$ cat src/rtl/fb_mem_arbiter.sv
// fb_mem_arbiter: shares one Avalon-MM framebuffer memory port between the
// display scanout host (host 0, fixed priority) and the draw engine (host 1,
// protected by a starvation counter). The memory command is registered, and
// an owner FIFO routes each pipelined read return back to the host that
// issued the read.
module fb_mem_arbiter #(
    parameter int ADDR_W       = 20,
    parameter int DATA_W       = 16,
    parameter int MAX_PENDING  = 8,
    parameter int STARVE_LIMIT = 16
) (
    input  logic                           clk,
    input  logic                           reset_n,

    input  logic [ADDR_W-1:0]              h0_address,
    input  logic                           h0_read,
    input  logic                           h0_write,
    input  logic [DATA_W-1:0]              h0_writedata,
    output logic                           h0_waitrequest,
    output logic [DATA_W-1:0]              h0_readdata,
    output logic                           h0_readdatavalid,

    input  logic [ADDR_W-1:0]              h1_address,
    input  logic                           h1_read,
    input  logic                           h1_write,
    input  logic [DATA_W-1:0]              h1_writedata,
    output logic                           h1_waitrequest,
    output logic [DATA_W-1:0]              h1_readdata,
    output logic                           h1_readdatavalid,

    output logic [ADDR_W-1:0]              m_address,
    output logic                           m_read,
    output logic                           m_write,
    output logic [DATA_W-1:0]              m_writedata,
    input  logic                           m_waitrequest,
    input  logic [DATA_W-1:0]              m_readdata,
    input  logic                           m_readdatavalid,

    output logic [$clog2(MAX_PENDING):0]   pending_count,
    output logic                           err_rdv
);

    localparam int                PTR_W      = $clog2(MAX_PENDING);
    localparam int                CNT_W      = PTR_W + 1;
    localparam logic [CNT_W-1:0]  PEND_MAX   = CNT_W'(MAX_PENDING);
    localparam logic [7:0]        STARVE_THR = 8'(STARVE_LIMIT);

    typedef enum logic [1:0] {
        GNT_NONE = 2'd0,
        GNT_H0   = 2'd1,
        GNT_H1   = 2'd2
    } grant_t;

    grant_t              grant;
    logic                slot_free;
    logic                can_read;
    logic                h0_req;
    logic                h1_req;
    logic                h0_elig;
    logic                h1_elig;
    logic [7:0]          starve_cnt;

    logic [ADDR_W-1:0]   sel_address;
    logic [DATA_W-1:0]   sel_writedata;
    logic                sel_write;
    logic                sel_read;

    logic                owner_q [MAX_PENDING];
    logic [PTR_W-1:0]    wr_ptr;
    logic [PTR_W-1:0]    rd_ptr;
    logic                fifo_empty;
    logic                owner_head;
    logic                push;
    logic                pop;

    // The memory command slot can take a new command when it is idle or
    // the command currently presented is being accepted this cycle.
    assign slot_free  = !(m_read || m_write) || !m_waitrequest;
    assign can_read   = pending_count < PEND_MAX;
    assign h0_req     = h0_read || h0_write;
    assign h1_req     = h1_read || h1_write;
    assign h0_elig    = h0_req && (h0_write || can_read);
    assign h1_elig    = h1_req && (h1_write || can_read);

    assign fifo_empty = (pending_count == '0);
    assign owner_head = owner_q[rd_ptr];

    // Arbitration: starving host 1 first, then host 0, then host 1.
    // Nothing is granted while reset is held so both hosts see waitrequest.
    always_comb begin
        grant = GNT_NONE;
        if (reset_n && slot_free) begin
            if (h1_elig && (starve_cnt >= STARVE_THR)) begin
                grant = GNT_H1;
            end else if (h0_elig) begin
                grant = GNT_H0;
            end else if (h1_elig) begin
                grant = GNT_H1;
            end
        end
    end

    // Mux the winning host's command; a simultaneous read+write is a write.
    always_comb begin
        sel_address   = h0_address;
        sel_writedata = h0_writedata;
        sel_write     = h0_write;
        sel_read      = h0_read && !h0_write;
        if (grant == GNT_H1) begin
            sel_address   = h1_address;
            sel_writedata = h1_writedata;
            sel_write     = h1_write;
            sel_read      = h1_read && !h1_write;
        end
    end

    assign h0_waitrequest   = (grant != GNT_H0);
    assign h1_waitrequest   = (grant != GNT_H1);

    assign push             = (grant != GNT_NONE) && sel_read;
    assign pop              = reset_n && m_readdatavalid && !fifo_empty;

    assign h0_readdata      = m_readdata;
    assign h1_readdata      = m_readdata;
    assign h0_readdatavalid = pop && !owner_head;
    assign h1_readdatavalid = pop && owner_head;

    // Registered memory command: load on grant, drop to idle when the slot
    // frees with no winner, hold while the memory stalls.
    always_ff @(posedge clk) begin
        if (!reset_n) begin
            m_address   <= '0;
            m_read      <= 1'b0;
            m_write     <= 1'b0;
            m_writedata <= '0;
        end else if (slot_free) begin
            if (grant != GNT_NONE) begin
                m_address   <= sel_address;
                m_writedata <= sel_writedata;
                m_write     <= sel_write;
                m_read      <= sel_read;
            end else begin
                m_read      <= 1'b0;
                m_write     <= 1'b0;
            end
        end
    end

    // Owner storage: one bit per outstanding read naming the issuing host.
    // NOTE: the storage array has no reset; validity comes from the reset
    // pointers and count, so clearing the entries would only add logic.
    always_ff @(posedge clk) begin
        if (push) begin
            owner_q[wr_ptr] <= (grant == GNT_H1);
        end
    end

    // FIFO pointers and outstanding-read count; push and pop may coincide.
    always_ff @(posedge clk) begin
        if (!reset_n) begin
            wr_ptr        <= '0;
            rd_ptr        <= '0;
            pending_count <= '0;
        end else begin
            if (push) begin
                wr_ptr <= wr_ptr + PTR_W'(1);
            end
            if (pop) begin
                rd_ptr <= rd_ptr + PTR_W'(1);
            end
            case ({push, pop})
                2'b10:   pending_count <= pending_count + CNT_W'(1);
                2'b01:   pending_count <= pending_count - CNT_W'(1);
                default: pending_count <= pending_count;
            endcase
        end
    end

    // Starvation counter: counts host 1 waiting cycles, saturating at 255.
    always_ff @(posedge clk) begin
        if (!reset_n) begin
            starve_cnt <= '0;
        end else if (!h1_req || (grant == GNT_H1)) begin
            starve_cnt <= '0;
        end else if (starve_cnt != 8'hFF) begin
            starve_cnt <= starve_cnt + 8'd1;
        end
    end

    // Sticky flag for a read return that no outstanding read accounts for.
    always_ff @(posedge clk) begin
        if (!reset_n) begin
            err_rdv <= 1'b0;
        end else if (m_readdatavalid && fifo_empty) begin
            err_rdv <= 1'b1;
        end
    end

endmodule

$ cat config.mk
export PLATFORM = sky130hd
export DESIGN_NAME = fb_mem_arbiter
export DESIGN_NICKNAME = d
export VERILOG_FILES = /design/src/rtl/fb_mem_arbiter.sv
export SDC_FILE = /design/constraint.sdc
export NUM_CORES = 1
export LEC_CHECK = 0
export BUFFER_PORTS_ARGS = -buffer_cell sky130_fd_sc_hd__buf_2
export CORE_ASPECT_RATIO = 0.75
export CORE_UTILIZATION = 37
export DETAILED_ROUTE_END_ITERATION = 8
export PLACE_DENSITY = 0.71
export SYNTH_ARGS = -nofsm -noshare
export SYNTH_HDL_FRONTEND = slang
export SYNTH_SLANG_ARGS = --single-unit
$ cat constraint.sdc
create_clock -name clk -period 5.2 [get_ports clk]
set_input_delay 0.52 -clock clk [delete_from_list [all_inputs] [get_ports clk]]
set_output_delay 0.52 -clock clk [all_outputs]
set_load 0.005 [all_outputs]
==> impl_metrics.py <==
metrics = {
    "synthesis": {
        "netlist.area_leader.share_pct": 31.6,
        "ys_types": 54,
        "yosys_warnings": 0,
        "syn_area_per_cell_um2": 8.89,
        "synth_area_mm2": 0.00380,
        "synthArstFlopShare_pct": 0,
        "yosysMostFrequentCell": "dfxtp_1",
        "yosys.area.top_type": "dfxtp_1",
        "synth.area.top_cells": "dfxtp_1 32%, a2111oi_0 9.9%, a2111oi_1 7.4%, buf_4 6.3%, edfxtp_1 6.3%",
        "synth_flop_cell": "dfxtp_1",
        "syn-num-nets": 530,
        "synth_seq_cells": 68,
        "ys_seq_area_share_pct": 38.0,
        "synth_edf_count": 8,
        "netlist_instances": 427,
        "synth_common_cells": "60 x dfxtp_1, 44 x inv_1, 43 x a2111oi_0, 43 x a21oi_1, 32 x buf_4",
    },
    "cells_and_area": {
        "antenna_cells": 0,
        "fin_util_pct": 46.1,
        "fin_cells": 640,
        "syn2layout_area_growth_pct": 19.3,
        "final_area_mm2": 0.00453,
        "drive_above_1_share_pct": 32.1,
        "fin_nets": 606,
    },
    "cts": {
        "cts-hold-fix-buffers": 0,
        "cts_max_path_buffers": 2,
        "clock_latency_ns": 0.32,
        "clockRootBuffer": "clkbuf_16",
        "tritoncts": "yes",
        "numCtsBuffers": 9,
        "ctsHtreeMaxLevel": 3,
        "clock_sinks": 68,
        "cts_setup_buffers": 0,
        "clk_pin_slew_ns": 0.06,
        "cts_resized": 0,
    },
    "floorplan": {
        "rows": 31,
        "die_width_um": 119,
        "start_util_pct": 38.7,
        "die_area_mm2": 0.0107,
        "coreArea_mm2": 0.00981,
        "die_y_um": 89.7,
        "io_pins": 175,
    },
    "sta": {
        "hold_viol": 0,
        "layout_setup_ws_ns": 2.06,
        "relSlewSlack_pct": 44.1,
        "max_slew.worst_pin.slew_ns": 0.838,
        "skew_ns": 0.00795,
        "tns_ns": 0,
        "period_share_pct": 60.4,
        "finalCriticalPeriod_ns": 3.14,
        "maxSlewViolCount": 0,
        "fmax_mhz": 318,
        "rsz0062_at_grt": "false",
        "finalSetupViolCount": 0,
    },
    "hold_path": {
        "hold_path_class": "input port to flip-flop",
        "hold_depth": 3,
        "hp-start": "h1_writedata[10]",
        "min_to": "m_writedata[10]",
    },
    "global_routing": {
        "gr-total-overflow": 0,
        "grt_pass1_vias": 3509,
        "grtUsageTotal_pct": 19.7,
        "grt_pass1_wl_um": 17000,
        "grt_max_degree": 45,
        "antenna_found_initial": 0,
    },
    "placed_design": {
        "placed_area_mm2": 0.00424,
        "gp_congestion": 0.844,
        "dp.cells": 624,
        "hpwl_um": 6990,
        "dp_slack_ns": 2.00,
        "place.port_buffers": 126,
    },
    "critical_path": {
        "required_ns": 5.45,
        "endpoint_kind": "flip-flop",
        "r2r_start": "starve_cnt[4]",
        "r2r_end": "pending_count[2]",
        "crit_type": "flip-flop to flip-flop",
        "cp_max_fo": 40,
        "startpoint_type": "flip-flop",
        "cp.arrival_ns": 3.39,
        "reg2regPathDepth": 10,
        "reg2reg_slack_ns": 2.06,
    },
    "run": {
        "drv_cap": 0,
    },
    "power": {
        "max-vdd-ir-drop_mv": 0.140,
        "power_leakage_nw": 1.92,
        "power_density_mw_per_mm2": 313,
    },
    "run_status": {
        "status": "completed",
    },
    "drt": {
        "wl_um": 10300,
        "vias": 3492,
        "viasPerCell": 5.46,
        "wl_per_cell_um": 16.1,
        "drtAntennaViolNets": 0,
        "drtIter0Drc": 168,
        "drc_errors": 0,
        "first_pass_iters": 5,
    },
}
## flip-flops by register name (all words and copies together), names as in the netlist, named ones only
register / count
err_rdv: 1
m_address: 20
m_read: 1
m_write: 1
m_writedata: 16
owner_q: 8
pending_count: 4
rd_ptr: 3
starve_cnt: 8
wr_ptr: 3
## stage by stage
| stage | hold WS (ns) | total power [mW] |
|---|---|---|
| 2_1_floorplan | 0.463 | 0.767 |
| 3_3_place_gp | 0.452 | 0.845 |
| 3_5_place_dp | 0.462 | 0.854 |
| 4_1_cts | 0.428 | 1.43 |
| 5_1_grt | 0.432 | 1.49 |
| 6_report | 0.438 | 1.42 |
## final cells by class
type                    instances  area [µm²]
fillers                       945        5290
multi-input cells             246        1790
flip-flops and latches         68        1440
repair buffers                133         683
clock buffers                  14         274
inverters                      45         169
well taps                     132         165
clock inverters                 2        10.0
## cell usage in the layout (no fill, tap or decap), drive strengths merged, types with 3 or more instances in the layout
cell type / n
a2111oi: 72
o21ai: 7
nor2: 23
dfxtp: 60
buf: 133
nand2: 13
nor3: 5
ha: 7
or3: 6
mux2i: 5
nand4: 4
nor3b: 3
inv: 45
nor4b: 3
edfxtp: 8
a21oi: 44
xor2: 6
nand3b: 3
nand3: 9
clkbuf: 14
o21bai: 3
nand2b: 7
## worst max-delay path by stage
stage / startpoint / to / slack [ns] / cells after the start
floorplan: starve_cnt[4] / pending_count[2] / 2.43 / 11
global placement: m_waitrequest / pending_count[2] / 2.15 / 12
detailed placement: h1_read / pending_count[2] / 2.00 / 11
CTS: starve_cnt[7] / pending_count[2] / 2.07 / 10
global route: starve_cnt[7] / pending_count[2] / 1.84 / 10
finish: starve_cnt[4] / pending_count[2] / 2.06 / 10
## cells by family after synthesis
kind of cell             share of synthesized area, %
AO/OA/AOI/OAI                                    27.3
buffers and inverters                            15.0
AND/OR/NAND/NOR                                  13.1
flip-flops                                       38.0
XOR/XNOR                                         1.85
multiplexers                                     2.50
adder cells (fa/ha/maj)                          2.31
## layer usage
layer / global-route usage (%) / part of all wire, % / vias to the layer above
met2: 31.8 / 47 / 107
met1: 25.6 / 48 / 1664
met5: 0 / 0 / -
li1: - / - / 1712
met3: 5.20 / 4.7 / 9
met4: 6.01 / 0.63 / 0
## report_power, final
part	switching, mW	internal (mW)	leakage [nW]
combinational	0.131	0.108	1.21
sequential	0.0316	0.573	0.567
clock	0.213	0.361	0.143
## worst max-delay path, cell delays in order (launching register included)
cell	delay, ns
dfxtp_1	0.36
or4_4	0.76
nor3_2	0.36
o21ai_2	0.21
ha_1	0.34
xor2_1	0.17
ha_1	0.19
a21oi_1	0.15
xor2_1	0.09
or3_1	0.30
a21oi_1	0.13
Note: power is estimated with default switching activity, not from simulation.
